## src/rtl/mem_arb_pkg.sv

```systemverilog
// Shared types and sizing helpers for the unified-memory port arbiter.
package mem_arb_pkg;

   typedef enum logic [1:0] {
      OWN_NONE,
      OWN_D,
      OWN_I,
      OWN_X
   } owner_t;

   typedef enum logic [1:0] {
      IDLE,
      ISSUE,
      WAIT,
      DONE
   } state_t;

   // Width needed to hold values 0..max_val, never less than one bit.
   function automatic int cnt_w(input int max_val);
      return (max_val < 1) ? 1 : $clog2(max_val + 1);
   endfunction

endpackage

```

## src/rtl/arb_pick.sv

```systemverilog
// Fixed-priority requester selector (d > x > i) with a starvation override for x.
module arb_pick
   import mem_arb_pkg::*;
(
   input  logic   d_elig,
   input  logic   i_elig,
   input  logic   x_elig,
   input  logic   starve_hit,
   output owner_t winner
);

   always_comb begin
      winner = OWN_NONE;
      if (x_elig && starve_hit) begin
         winner = OWN_X;
      end else if (d_elig) begin
         winner = OWN_D;
      end else if (x_elig) begin
         winner = OWN_X;
      end else if (i_elig) begin
         winner = OWN_I;
      end
   end

endmodule

```

## src/rtl/mem_port_arbiter.sv

```systemverilog
// Shares the single-port unified memory between MEM stage, fetch and an external master,
// running each access through a fixed-latency issue/wait/complete sequence.
//
// state | meaning
// IDLE  | arbitrate eligible requesters, latch the winner's command
// ISSUE | mem_en strobe for one cycle, load latency counter
// WAIT  | count down remaining memory latency
// DONE  | mem_rdata valid, pulse the owner's done, then return to IDLE
module mem_port_arbiter
   import mem_arb_pkg::*;
#(
   parameter int ADDR_W     = 32,
   parameter int DATA_W     = 32,
   parameter int MEM_LAT    = 2,
   parameter int STARVE_MAX = 4
) (
   input  logic              clk,
   input  logic              rst_n,

   input  logic              d_req,
   input  logic              d_we,
   input  logic [ADDR_W-1:0] d_addr,
   input  logic [DATA_W-1:0] d_wdata,
   output logic [DATA_W-1:0] d_rdata,
   output logic              d_done,
   output logic              stall_mem,

   input  logic              i_req,
   input  logic [ADDR_W-1:0] i_addr,
   input  logic              i_flush,
   output logic [DATA_W-1:0] i_rdata,
   output logic              i_done,
   output logic              stall_if,

   input  logic              x_req,
   input  logic              x_we,
   input  logic [ADDR_W-1:0] x_addr,
   input  logic [DATA_W-1:0] x_wdata,
   output logic [DATA_W-1:0] x_rdata,
   output logic              x_done,

   output logic              mem_en,
   output logic              mem_we,
   output logic [ADDR_W-1:0] mem_addr,
   output logic [DATA_W-1:0] mem_wdata,
   input  logic [DATA_W-1:0] mem_rdata
);

   localparam int WCNT_W = cnt_w(MEM_LAT);
   localparam int SCNT_W = cnt_w(STARVE_MAX);
   localparam logic [WCNT_W-1:0] LAT_LOAD   = WCNT_W'(MEM_LAT - 1);
   localparam logic [WCNT_W-1:0] WCNT_ONE   = WCNT_W'(1);
   localparam logic [SCNT_W-1:0] STARVE_LIM = SCNT_W'(STARVE_MAX);
   localparam logic [SCNT_W-1:0] SCNT_ONE   = SCNT_W'(1);

   state_t            state;
   owner_t            owner;
   owner_t            winner;
   logic [WCNT_W-1:0] wait_cnt;
   logic [SCNT_W-1:0] starve_cnt;
   logic              flush_seen;
   logic              i_elig;
   logic              starve_hit;
   logic              in_done;
   logic [DATA_W-1:0] d_rdata_q;
   logic [DATA_W-1:0] i_rdata_q;
   logic [DATA_W-1:0] x_rdata_q;

   assign i_elig     = i_req & ~i_flush;
   assign starve_hit = (starve_cnt == STARVE_LIM);

   arb_pick u_pick (
      .d_elig     (d_req),
      .i_elig     (i_elig),
      .x_elig     (x_req),
      .starve_hit (starve_hit),
      .winner     (winner)
   );

   always_ff @(posedge clk or negedge rst_n) begin
      if (!rst_n) begin
         state      <= IDLE;
         owner      <= OWN_NONE;
         wait_cnt   <= '0;
         flush_seen <= 1'b0;
         mem_en     <= 1'b0;
         mem_we     <= 1'b0;
         mem_addr   <= '0;
         mem_wdata  <= '0;
         d_rdata_q  <= '0;
         i_rdata_q  <= '0;
         x_rdata_q  <= '0;
      end else begin
         mem_en <= 1'b0;
         case (state)
            IDLE: begin
               flush_seen <= 1'b0;
               if (winner != OWN_NONE) begin
                  owner  <= winner;
                  mem_en <= 1'b1;
                  state  <= ISSUE;
                  if (winner == OWN_D) begin
                     mem_we    <= d_we;
                     mem_addr  <= d_addr;
                     mem_wdata <= d_wdata;
                  end else if (winner == OWN_X) begin
                     mem_we    <= x_we;
                     mem_addr  <= x_addr;
                     mem_wdata <= x_wdata;
                  end else begin
                     mem_we    <= 1'b0;
                     mem_addr  <= i_addr;
                     mem_wdata <= '0;
                  end
               end
            end
            ISSUE: begin
               wait_cnt <= LAT_LOAD;
               if (owner == OWN_I && i_flush) begin
                  flush_seen <= 1'b1;
               end
               state <= (MEM_LAT == 1) ? DONE : WAIT;
            end
            WAIT: begin
               if (owner == OWN_I && i_flush) begin
                  flush_seen <= 1'b1;
               end
               if (wait_cnt <= WCNT_ONE) begin
                  state <= DONE;
               end else begin
                  wait_cnt <= wait_cnt - WCNT_ONE;
               end
            end
            DONE: begin
               if (owner == OWN_D) d_rdata_q <= mem_rdata;
               if (owner == OWN_I) i_rdata_q <= mem_rdata;
               if (owner == OWN_X) x_rdata_q <= mem_rdata;
               owner      <= OWN_NONE;
               flush_seen <= 1'b0;
               state      <= IDLE;
            end
            default: state <= IDLE;
         endcase
      end
   end

   // Only arbitrations that x actually loses count toward its override.
   always_ff @(posedge clk or negedge rst_n) begin
      if (!rst_n) begin
         starve_cnt <= '0;
      end else if (!x_req) begin
         starve_cnt <= '0;
      end else if (state == IDLE && winner != OWN_NONE) begin
         if (winner == OWN_X) begin
            starve_cnt <= '0;
         end else if (starve_cnt != STARVE_LIM) begin
            starve_cnt <= starve_cnt + SCNT_ONE;
         end
      end
   end

   assign in_done = (state == DONE);

   // A flush arriving in the DONE cycle itself must still kill the fetch completion.
   assign d_done = in_done && (owner == OWN_D);
   assign x_done = in_done && (owner == OWN_X);
   assign i_done = in_done && (owner == OWN_I) && !flush_seen && !i_flush;

   assign d_rdata = d_done ? mem_rdata : d_rdata_q;
   assign x_rdata = x_done ? mem_rdata : x_rdata_q;
   assign i_rdata = (in_done && owner == OWN_I) ? mem_rdata : i_rdata_q;

   assign stall_mem = rst_n & d_req & ~d_done;
   assign stall_if  = rst_n & i_req & ~i_done;

endmodule

```

## config.mk

```make
export PLATFORM = sky130hd
export DESIGN_NAME = mem_port_arbiter
export DESIGN_NICKNAME = d
export VERILOG_FILES = /design/src/rtl/mem_arb_pkg.sv /design/src/rtl/arb_pick.sv /design/src/rtl/mem_port_arbiter.sv
export SDC_FILE = /design/constraint.sdc
export NUM_CORES = 1
export LEC_CHECK = 0
export ABC_CLOCK_PERIOD_IN_PS = 2000
export BUFFER_PORTS_ARGS = -buffer_cell sky130_fd_sc_hd__clkbuf_2
export CAP_MARGIN = 20
export CORE_MARGIN = 2
export CORE_UTILIZATION = 42
export DETAILED_ROUTE_END_ITERATION = 10
export HOLD_SLACK_MARGIN = 0.06
export PLACE_DENSITY = 0.87
export SLEW_MARGIN = 40
export SYNTH_ARGS = -nofsm -noshare
export SYNTH_HDL_FRONTEND = slang
export SYNTH_SLANG_ARGS = --single-unit
```

## constraint.sdc

```tcl
create_clock -name clk -period 2 [get_ports clk]
set_clock_uncertainty 0.1 [all_clocks]
set_input_delay 0.4 -clock clk [delete_from_list [all_inputs] [get_ports clk]]
set_output_delay 0.4 -clock clk [all_outputs]
set_load 0.02 [all_outputs]
```

; ---- Word-level counts from Yosys, hierarchy flattened
; Index checks and enable logic that the tools add are counted.
[totals]
reg_bits = 172
in_bits = 200
out_inout_bits = 167
elab_cells = 91
[op_classes]
add_sub_neg = 2
magnitude_cmp = 1
n_eq_ne = 16
muxes = 28
bitwise = 8
n_reduce_logical = 24
[op_table]
columns = op, n
row1 = 2-to-1 mux 32 bit, 7
row2 = 2-to-1 mux 2 bit, 8
row3 = AND reduction 2 bit, 8
row4 = 2-to-1 mux 3 bit, 4
row5 = "== test 2 bit, second input constant", 5
row6 = logical AND 1 bit, 8
row7 = case mux 2 bit (2 select lines), 2
row8 = case mux 2 bit (4 select lines), 1
row9 = "== test 2 x 1 -> 1 bit, second input constant", 3
row10 = "!= test 2 x 1 -> 1 bit, second input constant", 3
row11 = nonzero test 2 bit, 3
row12 = bitwise AND 1 bit, 5
row13 = 2-to-1 mux 1 bit, 5
row14 = "!= test 2 bit, second input constant", 2
row15 = OR reduction 2 bit, 2
row16 = "adder 3 x 1 -> 3 bit, second input constant", 1
row17 = "== test 3 bit, second input constant", 1
row18 = "!= test 3 x 1 -> 1 bit, second input constant", 1
row19 = "!= test 3 bit, second input constant", 1
row20 = NOT 1 bit, 3
row21 = "less-or-equal comparator 2 x 1 -> 1 bit, second input constant", 1
row22 = logical NOT 1 bit, 2
row23 = logical NOT 2 bit, 1
row24 = case mux 1 bit (2 select lines), 1
row25 = "subtractor 2 x 1 -> 2 bit, second input constant", 1

; ---- Logic depth before layout (Yosys ltp)
[logic_depth]
ltp_word = 10
ltp_mapped = 8
ltp_nobuf = 6

; ---- Hierarchy
; A second synthesis with hierarchy kept.
[hier_totals]
cells_unflattened = 714
hier_area_um2 = 8264.2
[by_module_without_submodules]
columns = mod, n_inst, cells_each, area_each_um2, seq_area_each_um2
row1 = mem_port_arbiter, 1, 710, 8245.4, 4304.1
row2 = arb_pick, 1, 4, 18.8, 0.0

; ---- Worst setup path before layout
; No wires, ideal clock.
[synth_path]
kind = reg2out
start = reg state[0]
end = out stall_if
arrival_ns = 1.842
required_ns = 1.500
setup_slack_ns = -0.342
stages_incl_launch_ff = 7
path_buffers = 2
cell_sequence = dfrtp_1 -> ha_1 -> clkbuf_1 -> nand3b_1 -> buf_2 -> nor3_1 -> nor2_1
[synth_via]
elab_chain_len = 6
[synth_rtl]
columns = item, line
row1 = "start, declared", mem_port_arbiter.sv:56  ; state_t state;
row2 = "start signal, assigned", mem_port_arbiter.sv:122  ; state <= (MEM_LAT == 1) ? DONE : WAIT;
row3 = == test 2 bit, mem_port_arbiter.sv:162  ; assign in_done = (state == DONE);
row4 = logical AND 1 bit (3 in a row), mem_port_arbiter.sv:167  ; assign i_done = in_done && (owner == OWN_I) && !flush_seen && !i_flush;
row5 = net i_done, mem_port_arbiter.sv:32  ; output logic i_done,
row6 = NOT 1 bit, mem_port_arbiter.sv:174  ; assign stall_if = rst_n & i_req & ~i_done;
row7 = bitwise AND 1 bit, mem_port_arbiter.sv:174
row8 = "end, declared", mem_port_arbiter.sv:33  ; output logic stall_if,
; The timed path passes the listed nets, and every way through them passes these cells.

; ---- Worst setup path after layout
[layout_path]
start = reg state[1]
end = out x_rdata[21]
[layout_via]
elab_chain_len = 3
[layout_rtl]
columns = item, line
row1 = == test 2 bit, mem_port_arbiter.sv:162
row2 = logical AND 1 bit, mem_port_arbiter.sv:166  ; assign x_done = in_done && (owner == OWN_X);
row3 = 2-to-1 mux 32 bit, mem_port_arbiter.sv:170  ; assign x_rdata = x_done ? mem_rdata : x_rdata_q;
row4 = "end, declared", mem_port_arbiter.sv:39  ; output logic [DATA_W-1:0] x_rdata,
; No other way between the ends.

==> reports/metrics.cfg <==
[outcome]
status=complete, but fails checks
violations=setup timing

[layout]
layout.cells.non_filler=1421
diodes=0
layout-drive-gt1-share=0.591
final_area_mm2=0.0131
final_core_util=0.703
num-nets-final=1382
regArea_mm2=0.00430
area_delta_synth_final_pct=64.8
fill_cells=1228
multi_input_area_mm2=0.00409

[critical_path]
ff2ff_path_depth=11
critPathCapture=x_rdata[21]
worstSetupStartpointType=register
crit_family=buffers and inverters
cp_slowest_stage_delay_ns=0.40
crit_start=state[1]$_DFFE_PN0P_
crit-reg2reg-capture=mem_wdata[12]$_DFFE_PN0P_
critPathSlowestCell=dfrtp_1
crit_path_max_fanout=12
crit_cells=6
critPathBufInv=3
crit_arrival_ns=2.05
endpoint_kind=primary output
r2r-start=state[1]$_DFFE_PN0P_
regToRegSetupSlack_ns=0.04
worstSetupPathType=reg2out
cp.required_ns=1.50
cp_cell_sequence=ha_2 > buf_6 > nand3_4 > clkbuf_16 > mux2_2 > clkbuf_2

[route]
route.detailed.drc=0
ant_nets=0
drt-total-wl_um=33500
first_pass_iters=6
drtIter0Drc=394
num_vias=8147
wl_per_cell_um=23.6
post_drt_via_cell_ratio=5.73

[timing]
period_share=1.28
max_freq_mhz=392
worst_pin_slew_ns=0.544
setup_viol=101
setup_tns_ns=-47.94
setup_slack_ns=-0.554
maxSlewHeadroom=0.637
period_needed_ns=2.55
report.final.slew_viol_count=0
hold_violations=0
timing.hold.ws_ns=0.0968
rsz0062_at_grt=yes

[min_path]
hp-class=in2reg

[yosys]
postSynth.asyncResetShare=1.00
seq_area_frac_synth=0.541
ys_ff_latch=172
synth-xor-area-share=0.00110
synth_top_family_by_area=simple AND/OR/NAND/NOR gates
yosysTopAreaCellShare=0.541
syn-mean-instance-area_um2=10.7
synth_cells=745
muxShareOfSynthArea=0.138
yosys.area_share.simple=0.165
synth_cell_types=41
yosys-top-cells-area=dfrtp_1 54%, mux2_2 14%, nand2_1 9.3%
synthFlopType=dfrtp_1
synth_edf_count=0
syn_area_mm2=0.00795
synth-adder-area-share=0.0126
synth_warnings=0
synth_compound_area_frac=0.102
synth_nets=953
synth.largest_area_cell=dfrtp_1

[die]
dieArea_mm2=0.0200
start_util=0.427
row_count=50
core_area_mm2=0.0186
die-height_um=142
io_pins=367
die_x_um=142

[pwr]
leakage_nw=6.50
powerDensity_mw_per_mm2=1760
ir_worst_vdd_v=0.000707
power_mw=23.1

[global_routing]
grt_pass1_vias=7938
grt_start_max_net_pins=110
overflow=0
grt_pass1_wl_um=43600
track_usage=0.281
antenna_found_initial=0

[placement]
place_ws_ns=-0.0489
place.gp.congestion=0.851
place_area_mm2=0.0103
hpwl_um=17400
placed_cells_incl_taps=1321
io_buffers=366

[cts]
clkTransAtPathRegs_ns=0.09
worstSkewPairLatency_ns=0.43
ctsHtreeMaxLevel=4
clock-sinks=172
cts_tree=built
cts_buffers=17
cts_root_buf=clkbuf_16
clock_path_buffers=2

[run]
cap_violations=0

==> logic make-up (layout without fill, tap and decap cells) <==
kind of cell             Yosys count  in the layout
AO/OA/AOI/OAI                    113            113
XOR/XNOR                           1              1
adder cells (fa/ha/maj)            8              8
buffers and inverters             69            511
flip-flops                       172            172
multiplexers                      98             98
AND/OR/NAND/NOR                  284            284
==> worst register-to-register path, stage by stage, from the launching register on <==
cell and delay, ns:
dfrtp_1 0.40, buf_4 0.14, buf_4 0.14, inv_2 0.08, ha_4 0.14, buf_6 0.11
o31ai_4 0.08, buf_12 0.16, clkbuf_4 0.18, buf_4 0.16, nand2_1 0.06, o211ai_1 0.09
==> synthesized netlist by cell type, types with 2 or more instances <==
library cell / count
a21oi_1: 4
buf_2: 27
buf_4: 5
clkbuf_1: 26
dfrtp_1: 172
ha_1: 8
inv_1: 10
mux2_2: 96
mux2i_1: 2
nand2_1: 198
nand3b_1: 33
nand4_1: 34
nor2_1: 4
nor2b_1: 2
nor3_1: 3
o211ai_1: 33
o21a_1: 2
o21ai_0: 30
o21ai_1: 4
o221ai_1: 31
==> worst min-delay path by stage <==
stage / startpoint / endpoint / cells after the start
final: x_wdata[4] / mem_wdata[4]$_DFFE_PN0P_ / 3
after global routing: x_wdata[31] / mem_wdata[31]$_DFFE_PN0P_ / 3
after CTS: x_wdata[0] / mem_wdata[0]$_DFFE_PN0P_ / 3
after detailed placement: rst_n / flush_seen$_DFFE_PN0P_ / 1
after global placement: rst_n / flush_seen$_DFFE_PN0P_ / 1
after floorplan: rst_n / d_rdata_q[0]$_DFFE_PN0P_ / 0
==> report_power, final <==
| part | leakage (nW) | internal [mW] | switching (mW) | total [mW] |
|---|---|---|---|---|
| combinational | 4.13 | 6.24 | 7.16 | 13.4 |
| clock | 0.293 | 1.71 | 1.72 | 3.42 |
| sequential | 2.08 | 5.17 | 1.05 | 6.23 |
| total | 6.50 | 13.1 | 9.93 | 23.1 |
==> flip-flops by register name, summed over array words and instances (netlist names) <==
| register | count |
|---|---|
| wait_cnt | 2 |
| mem_we | 1 |
| flush_seen | 1 |
| d_rdata_q | 32 |
| mem_addr | 32 |
| i_rdata_q | 32 |
| state | 2 |
| starve_cnt | 3 |
| owner | 2 |
| mem_wdata | 32 |
| x_rdata_q | 32 |
| mem_en | 1 |
==> area by class of cell <==
class	instances	share of cell area
Timing Repair Buffer	469	0.288
Multi-Input combinational cell	504	0.312
Clock inverter	15	0.0141
Tap cell	234	0.0223
Clock buffer	17	0.0325
Inverter	10	0.00286
Sequential cell	172	0.328
==> what timing repair did <==
item                                    in CTS  in global routing
pin swaps                                   38                 38
endpoints found under the setup margin     101                125
endpoints found under the hold margin       63                  0
setup buffers                               32                 31
gates resized for setup                    191                274
gates cloned                                 8                  8
hold buffers                                 1                  0
==> placed cells by master (no fill, tap or decap), types with 8 or more instances in the layout <==
master	synthesis	routed
buf_4	5	65
nand2_2	1	27
mux2_2	96	59
nand2_4	0	63
inv_1	10	8
nand3b_1	33	33
o21ai_0	30	30
clkbuf_2	0	276
clkbuf_16	0	25
nand2_1	198	108
mux2_4	0	37
buf_2	27	9
o211ai_1	33	33
nand4_1	34	34
dfrtp_1	172	172
buf_12	0	20
o221ai_1	31	31
buf_6	0	40
buf_8	0	40
==> layer usage <==
metal  global-route usage  up-vias  wire [µm]
met5                    0        -          0
met4                0.117        0       1710
met3               0.0695      131       2570
met2                0.509      493      17200
met1                0.317     4009      12000
li1                     -     3514          -
No activity file was read; power rests on OpenSTA's default activity.
